<file path="config.mk">
export PLATFORM = sky130hd
export DESIGN_NAME = uart_key_rx
export DESIGN_NICKNAME = d
export VERILOG_FILES = /design/src/rtl/pong_pkg.sv /design/src/rtl/rx_sync_2ff.sv /design/src/rtl/uart_key_rx.sv
export SDC_FILE = /design/constraint.sdc
export NUM_CORES = 1
export LEC_CHECK = 0
export CORE_MARGIN = 2
export CORE_UTILIZATION = 41
export CTS_CLUSTER_DIAMETER = 100
export CTS_CLUSTER_SIZE = 28
export DETAILED_ROUTE_END_ITERATION = 6
export GPL_ROUTABILITY_DRIVEN = 0
export PLACE_DENSITY = 0.57
export SLEW_MARGIN = 0
export SYNTH_ARGS = -nofsm -noshare
export SYNTH_HDL_FRONTEND = slang
export SYNTH_SLANG_ARGS = --single-unit
</file>
<file path="constraint.sdc">
create_clock -name i_CLK -period 2.36 [get_ports i_CLK]
set_input_delay 0.708 -clock i_CLK [delete_from_list [all_inputs] [get_ports i_CLK]]
set_output_delay 0.708 -clock i_CLK [all_outputs]
set_load 0.01 [all_outputs]
</file>
<file path="src/rtl/pong_pkg.sv">
// Shared types and constants for the PONG serial keyboard front end.
// Holds the UART receiver state encoding, default bit timing and paddle key codes.
package pong_pkg;

   typedef enum logic [2:0] {
      IDLE,
      START,
      DATA,
      STOP,
      CLEANUP
   } uart_rx_state_t;

   // 25 MHz system clock at 115200 baud
   localparam int CLKS_PER_BIT_DEFAULT = 217;

   localparam logic [7:0] KEY_UP_L = 8'd119;
   localparam logic [7:0] KEY_DN_L = 8'd115;
   localparam logic [7:0] KEY_UP_R = 8'd111;
   localparam logic [7:0] KEY_DN_R = 8'd108;

endpackage

</file>
<file path="src/rtl/rx_sync_2ff.sv">
// Two-flop synchronizer for a single asynchronous input.
// Both flops reset to RESET_VALUE so an idle-high line reads idle straight out of reset.
module rx_sync_2ff #(
   parameter logic RESET_VALUE = 1'b1
) (
   input  logic clk,
   input  logic rst,
   input  logic d,
   output logic q
);

   logic meta;

   always_ff @(posedge clk) begin
      if (rst) begin
         meta <= RESET_VALUE;
         q    <= RESET_VALUE;
      end else begin
         meta <= d;
         q    <= meta;
      end
   end

endmodule

</file>
<file path="src/rtl/uart_key_rx.sv">
// 8N1 UART receiver driving the paddle key bus; framing errors never reach o_key_byte.
// Build option UART_RX_HOLD_EN: when defined o_key_byte holds the last good byte, otherwise it is 0x00 outside o_rx_dv.
module uart_key_rx
   import pong_pkg::*;
#(
   parameter int CLKS_PER_BIT = CLKS_PER_BIT_DEFAULT
) (
   input  logic       i_CLK,
   input  logic       i_RST,
   input  logic       i_RX,
   output logic [7:0] o_key_byte,
   output logic       o_rx_dv,
   output logic       o_frame_err
);

   localparam int CW = $clog2(CLKS_PER_BIT);
   localparam logic [CW-1:0] HALF_BIT  = CW'(CLKS_PER_BIT / 2);
   localparam logic [CW-1:0] LAST_TICK = CW'(CLKS_PER_BIT - 1);

   uart_rx_state_t state;
   uart_rx_state_t state_next;

   logic          rx_s;
   logic          armed;
   logic [CW-1:0] bit_cnt;
   logic [2:0]    bit_idx;
   logic [7:0]    shift_reg;
   logic          tick_half;
   logic          tick_full;
   logic          dv_next;
   logic          err_next;
   logic [7:0]    key_next;

   rx_sync_2ff #(
      .RESET_VALUE(1'b1)
   ) u_sync (
      .clk (i_CLK),
      .rst (i_RST),
      .d   (i_RX),
      .q   (rx_s)
   );

   assign tick_half = (bit_cnt == HALF_BIT);
   assign tick_full = (bit_cnt == LAST_TICK);

   always_ff @(posedge i_CLK) begin
      if (i_RST) begin
         state <= IDLE;
      end else begin
         state <= state_next;
      end
   end

   always_comb begin
      state_next = state;
      case (state)
         IDLE:    if (armed && !rx_s) state_next = START;
         START:   if (tick_half) state_next = rx_s ? IDLE : DATA;
         DATA:    if (tick_full && (bit_idx == 3'd7)) state_next = STOP;
         STOP:    if (tick_full) state_next = CLEANUP;
         CLEANUP: state_next = IDLE;
         default: state_next = IDLE;
      endcase
   end

   always_comb begin
      dv_next  = 1'b0;
      err_next = 1'b0;
      if ((state == STOP) && tick_full) begin
         dv_next  = rx_s;
         err_next = !rx_s;
      end
`ifdef UART_RX_HOLD_EN
      key_next = dv_next ? shift_reg : o_key_byte;
`else
      key_next = dv_next ? shift_reg : 8'h00;
`endif
   end

   // Armed only after the line has been seen high, so a reset inside a frame cannot mistake a low data bit for a start bit
   always_ff @(posedge i_CLK) begin
      if (i_RST) begin
         armed       <= 1'b0;
         bit_cnt     <= '0;
         bit_idx     <= '0;
         shift_reg   <= '0;
         o_key_byte  <= '0;
         o_rx_dv     <= 1'b0;
         o_frame_err <= 1'b0;
      end else begin
         o_rx_dv     <= dv_next;
         o_frame_err <= err_next;
         o_key_byte  <= key_next;
         if (rx_s) begin
            armed <= 1'b1;
         end
         case (state)
            START: begin
               if (tick_half) begin
                  bit_cnt <= '0;
                  bit_idx <= '0;
               end else begin
                  bit_cnt <= bit_cnt + 1'b1;
               end
            end
            DATA: begin
               if (tick_full) begin
                  bit_cnt            <= '0;
                  shift_reg[bit_idx] <= rx_s;
                  if (bit_idx != 3'd7) begin
                     bit_idx <= bit_idx + 1'b1;
                  end
               end else begin
                  bit_cnt <= bit_cnt + 1'b1;
               end
            end
            STOP: begin
               if (tick_full) begin
                  bit_cnt <= '0;
               end else begin
                  bit_cnt <= bit_cnt + 1'b1;
               end
            end
            default: bit_cnt <= '0;
         endcase
      end
   end

endmodule
</file>
==> results.sh <==
export IMPL_ys_dominant_reg_cell="sky130_fd_sc_hd__dfxtp_1"
export IMPL_worst_path_max_fanout=1
export IMPL_timing_max_slew_rel_slack_pct=57.6
export IMPL_cts_clk_slew_worst_paths_ps=110
export IMPL_ctsLongestPathBuffers=2
export IMPL_synth_top_area_share_pct=47.3
export IMPL_worst_r2r_startpoint="bit_cnt[0]"
export IMPL_synth_area_sq_mm=0.00148
export IMPL_die_h_microns=64.1
export IMPL_period_minus_slack_ps=1900
export IMPL_hold_buffers=0
export IMPL_dominant_cells_by_area_after_synthesis="sky130_fd_sc_hd__dfxtp_1 47%, sky130_fd_sc_hd__mux2i_1 6.1%, sky130_fd_sc_hd__nand2b_1 4.6%"
export IMPL_synth_nets=155
export IMPL_tightestPinTransition_ps=630
export IMPL_cts_root_buf="sky130_fd_sc_hd__clkbuf_4"
export IMPL_rr_endpoint="o_key_byte[6]"
export IMPL_status="finished clean"
export IMPL_syn_avg_cell_area_sq_um=10.0
export IMPL_place_area_sq_mm=0.00166
export IMPL_routedWlPerCell_microns=11.9
export IMPL_power_leakage_nw=0.760
export IMPL_max_stage_delay_ps=530
export IMPL_yosys_register_bits=35
export IMPL_min_path_cells=1
export IMPL_setup_worst_path_class="reg -> out"
export IMPL_ys_warn_count=0
export IMPL_cell_accounting_for_the_most_synthesized_area="sky130_fd_sc_hd__dfxtp_1"
export IMPL_grt_ovfl_total=0
export IMPL_cap_viol_max_count=0
export IMPL_synthToLayoutAreaGrowth_pct=17.6
export IMPL_holdCritPathClass="reg -> reg"
export IMPL_dieArea_sq_mm=0.00411
export IMPL_tritoncts="built"
export IMPL_finalWirelength_mm=2.53
export IMPL_post_route_cell_area_sq_mm=0.00174
export IMPL_hold_path_endpoint="u_sync.q"
export IMPL_initial_cell_density_of_the_core_pct=43.4
export IMPL_drive_gt1_share_pct=12.0
export IMPL_critical_path_required_ps=1650
export IMPL_path_delay_family="buffers and inverters"
export IMPL_crit_arrival_ps=1190
export IMPL_grt_max_degree=17
export IMPL_routed_via_count=1034
export IMPL_clock_sinks=35
export IMPL_critical_path_cell_chain="clkdlybuf4s50_1"
export IMPL_detail_route_first_pass_iterations=4
export IMPL_hold_start="u_sync.meta"
export IMPL_power_density_over_cell_area_mw_per_mm2=619
export IMPL_synth_edf_count=0
export IMPL_final_net_count=172
export IMPL_worst_ir_drop_vdd_mv=0.399
export IMPL_ctsHtreeMaxLevel=2
export IMPL_core_sq_mm=0.00342
export IMPL_rows=21
export IMPL_dp_final_hpwl_mm=1.82
export IMPL_drc=0
export IMPL_worst_r2r_path_depth=6
export IMPL_drt_vias_per_instance=4.88
export IMPL_seq_total_area_yosys_pct=47.3
export IMPL_maxSlewViolCount=0
export IMPL_clk_insertion_delay_late_ps=330
export IMPL_horizontal_extent_of_the_die_microns=64.1
export IMPL_worst_path_buf_inv=1
export IMPL_timing_critical_path_from_type="flop"
export IMPL_max_freq_mhz=528
export IMPL_worst_setup_path_end_kind="primary output"
export IMPL_timing_final_setup_violations=0
export IMPL_worst_slack_ps=465
export IMPL_timing_final_crit_share_pct=80.3
export IMPL_fin_skew_ps=7.28
export IMPL_cts_post_setup_buffers_inserted=0
export IMPL_final_setup_tns_ps=0
export IMPL_place_port_buffers=12
export IMPL_initialDrtViolationCount=57
export IMPL_grt_pass1_wl_mm=4.46
export IMPL_hold_violations=0
export IMPL_cts_bufs_inserted=5
export IMPL_antenna_found_initial=0
export IMPL_n_antenna_cell=0
export IMPL_rsz0062_at_grt="false"
export IMPL_synth_top_cells_by_count="35 x sky130_fd_sc_hd__dfxtp_1, 11 x sky130_fd_sc_hd__nand2b_1, 10 x sky130_fd_sc_hd__nand3_1, 10 x sky130_fd_sc_hd__nor3_1, 9 x sky130_fd_sc_hd__mux2i_1"
export IMPL_floorplan_io_pins=13
export IMPL_yosys_cell_types_count=33
export IMPL_totalPowerFinal_mw=1.08
export IMPL_worst_path_max_delay_cell="sky130_fd_sc_hd__clkdlybuf4s50_1"
export IMPL_ctsResizeCount=0
export IMPL_final_util_pct=51.0
export IMPL_pre_cts_ws_ps=313
export IMPL_ant_nets=0
export IMPL_vias_in_the_first_global_route=984
export IMPL_grtUsageTotal_pct=14.4
export IMPL_async_reset_ff_share_pct=0
export IMPL_synthesis_instances=148
export IMPL_synth_most_common_cell="sky130_fd_sc_hd__dfxtp_1"
export IMPL_timing_reg2reg_setup_slack_ps=480
layout make-up:
cell class              count  area, sq um
clock buffers               6         51.3
clock inverters             2         35.0
fillers                   329         1670
inverters                   4         15.0
multi-input cells         104          739
flip-flops and latches     35          701
well taps                  46         57.6
repair buffers             15          143
per-layer routing:
metal	GRT usage [%]	up-vias	wire length (microns)
met1	15.4	472	1140
met2	25.0	15	1280
met4	5.59	0	18
li1	-	545	-
met5	0	-	0
met3	6.34	2	85
cell usage in the layout, fill, tap and decap left out, types with 3 or more instances in the layout:
cell                              instances
sky130_fd_sc_hd__clkbuf_4                 5
sky130_fd_sc_hd__or2_2                    3
sky130_fd_sc_hd__nor4_1                   4
sky130_fd_sc_hd__and2_1                   8
sky130_fd_sc_hd__nand3_1                 10
sky130_fd_sc_hd__nor3_1                  10
sky130_fd_sc_hd__dfxtp_1                 35
sky130_fd_sc_hd__nand2_1                  8
sky130_fd_sc_hd__xor2_1                   5
sky130_fd_sc_hd__nand2b_1                11
sky130_fd_sc_hd__buf_4                    3
sky130_fd_sc_hd__nor2b_1                  3
sky130_fd_sc_hd__a21oi_1                  6
sky130_fd_sc_hd__inv_1                    4
sky130_fd_sc_hd__clkdlybuf4s50_1         12
sky130_fd_sc_hd__nor2_1                   5
sky130_fd_sc_hd__mux2i_1                  9
sky130_fd_sc_hd__ha_1                     4
metrics by stage:
step	hold WS, ps	cells
6_report	432	212
5_1_grt	460	212
4_1_cts	437	212
3_5_place_dp	410	204
3_3_place_gp	401	204
2_1_floorplan	389	148
worst max path at each step:
stage	end	start	slack, ps	cells past startpoint
floorplan	bit_cnt[2]	i_RST	620	4
global placement	shift_reg[5]	i_RST	380	4
detailed placement	shift_reg[3]	i_RST	310	4
CTS	o_key_byte[6]	bit_cnt[0]	420	6
global route	o_key_byte[3]	bit_cnt[0]	330	6
finish	o_key_byte[4]	o_key_byte[4]	460	1
worst register-to-register path, cell delays in order, from the launching register on:
cell                       delay (ps)
sky130_fd_sc_hd__dfxtp_1          360
sky130_fd_sc_hd__inv_1             70
sky130_fd_sc_hd__ha_1             210
sky130_fd_sc_hd__nand4b_4         150
sky130_fd_sc_hd__or2_1            380
sky130_fd_sc_hd__nor4b_4          470
sky130_fd_sc_hd__and2_1           190
kinds of logic (layout without fill, tap and decap cells):
group	after synthesis	in the layout	share of synthesized area, %
and+or+nand+nor	75	75	32.2
DFF	35	35	47.3
muxes	10	10	6.84
AOI/OAI and AO/OA	9	9	3.97
buffers and inverters	9	27	2.79
xor gates and xnor gates	6	6	3.55
adders and majority gates	4	4	3.38
power breakdown:
| part | switching (mW) | internal, mW | leakage [nW] | total (mW) |
|---|---|---|---|---|
| sequential | 0.00306 | 0.594 | 0.283 | 0.597 |
| combinational | 0.0170 | 0.0142 | 0.429 | 0.0313 |
| clock | 0.200 | 0.250 | 0.0482 | 0.450 |
| total | 0.220 | 0.859 | 0.760 | 1.08 |
No activity file was read; power rests on OpenSTA's default activity.
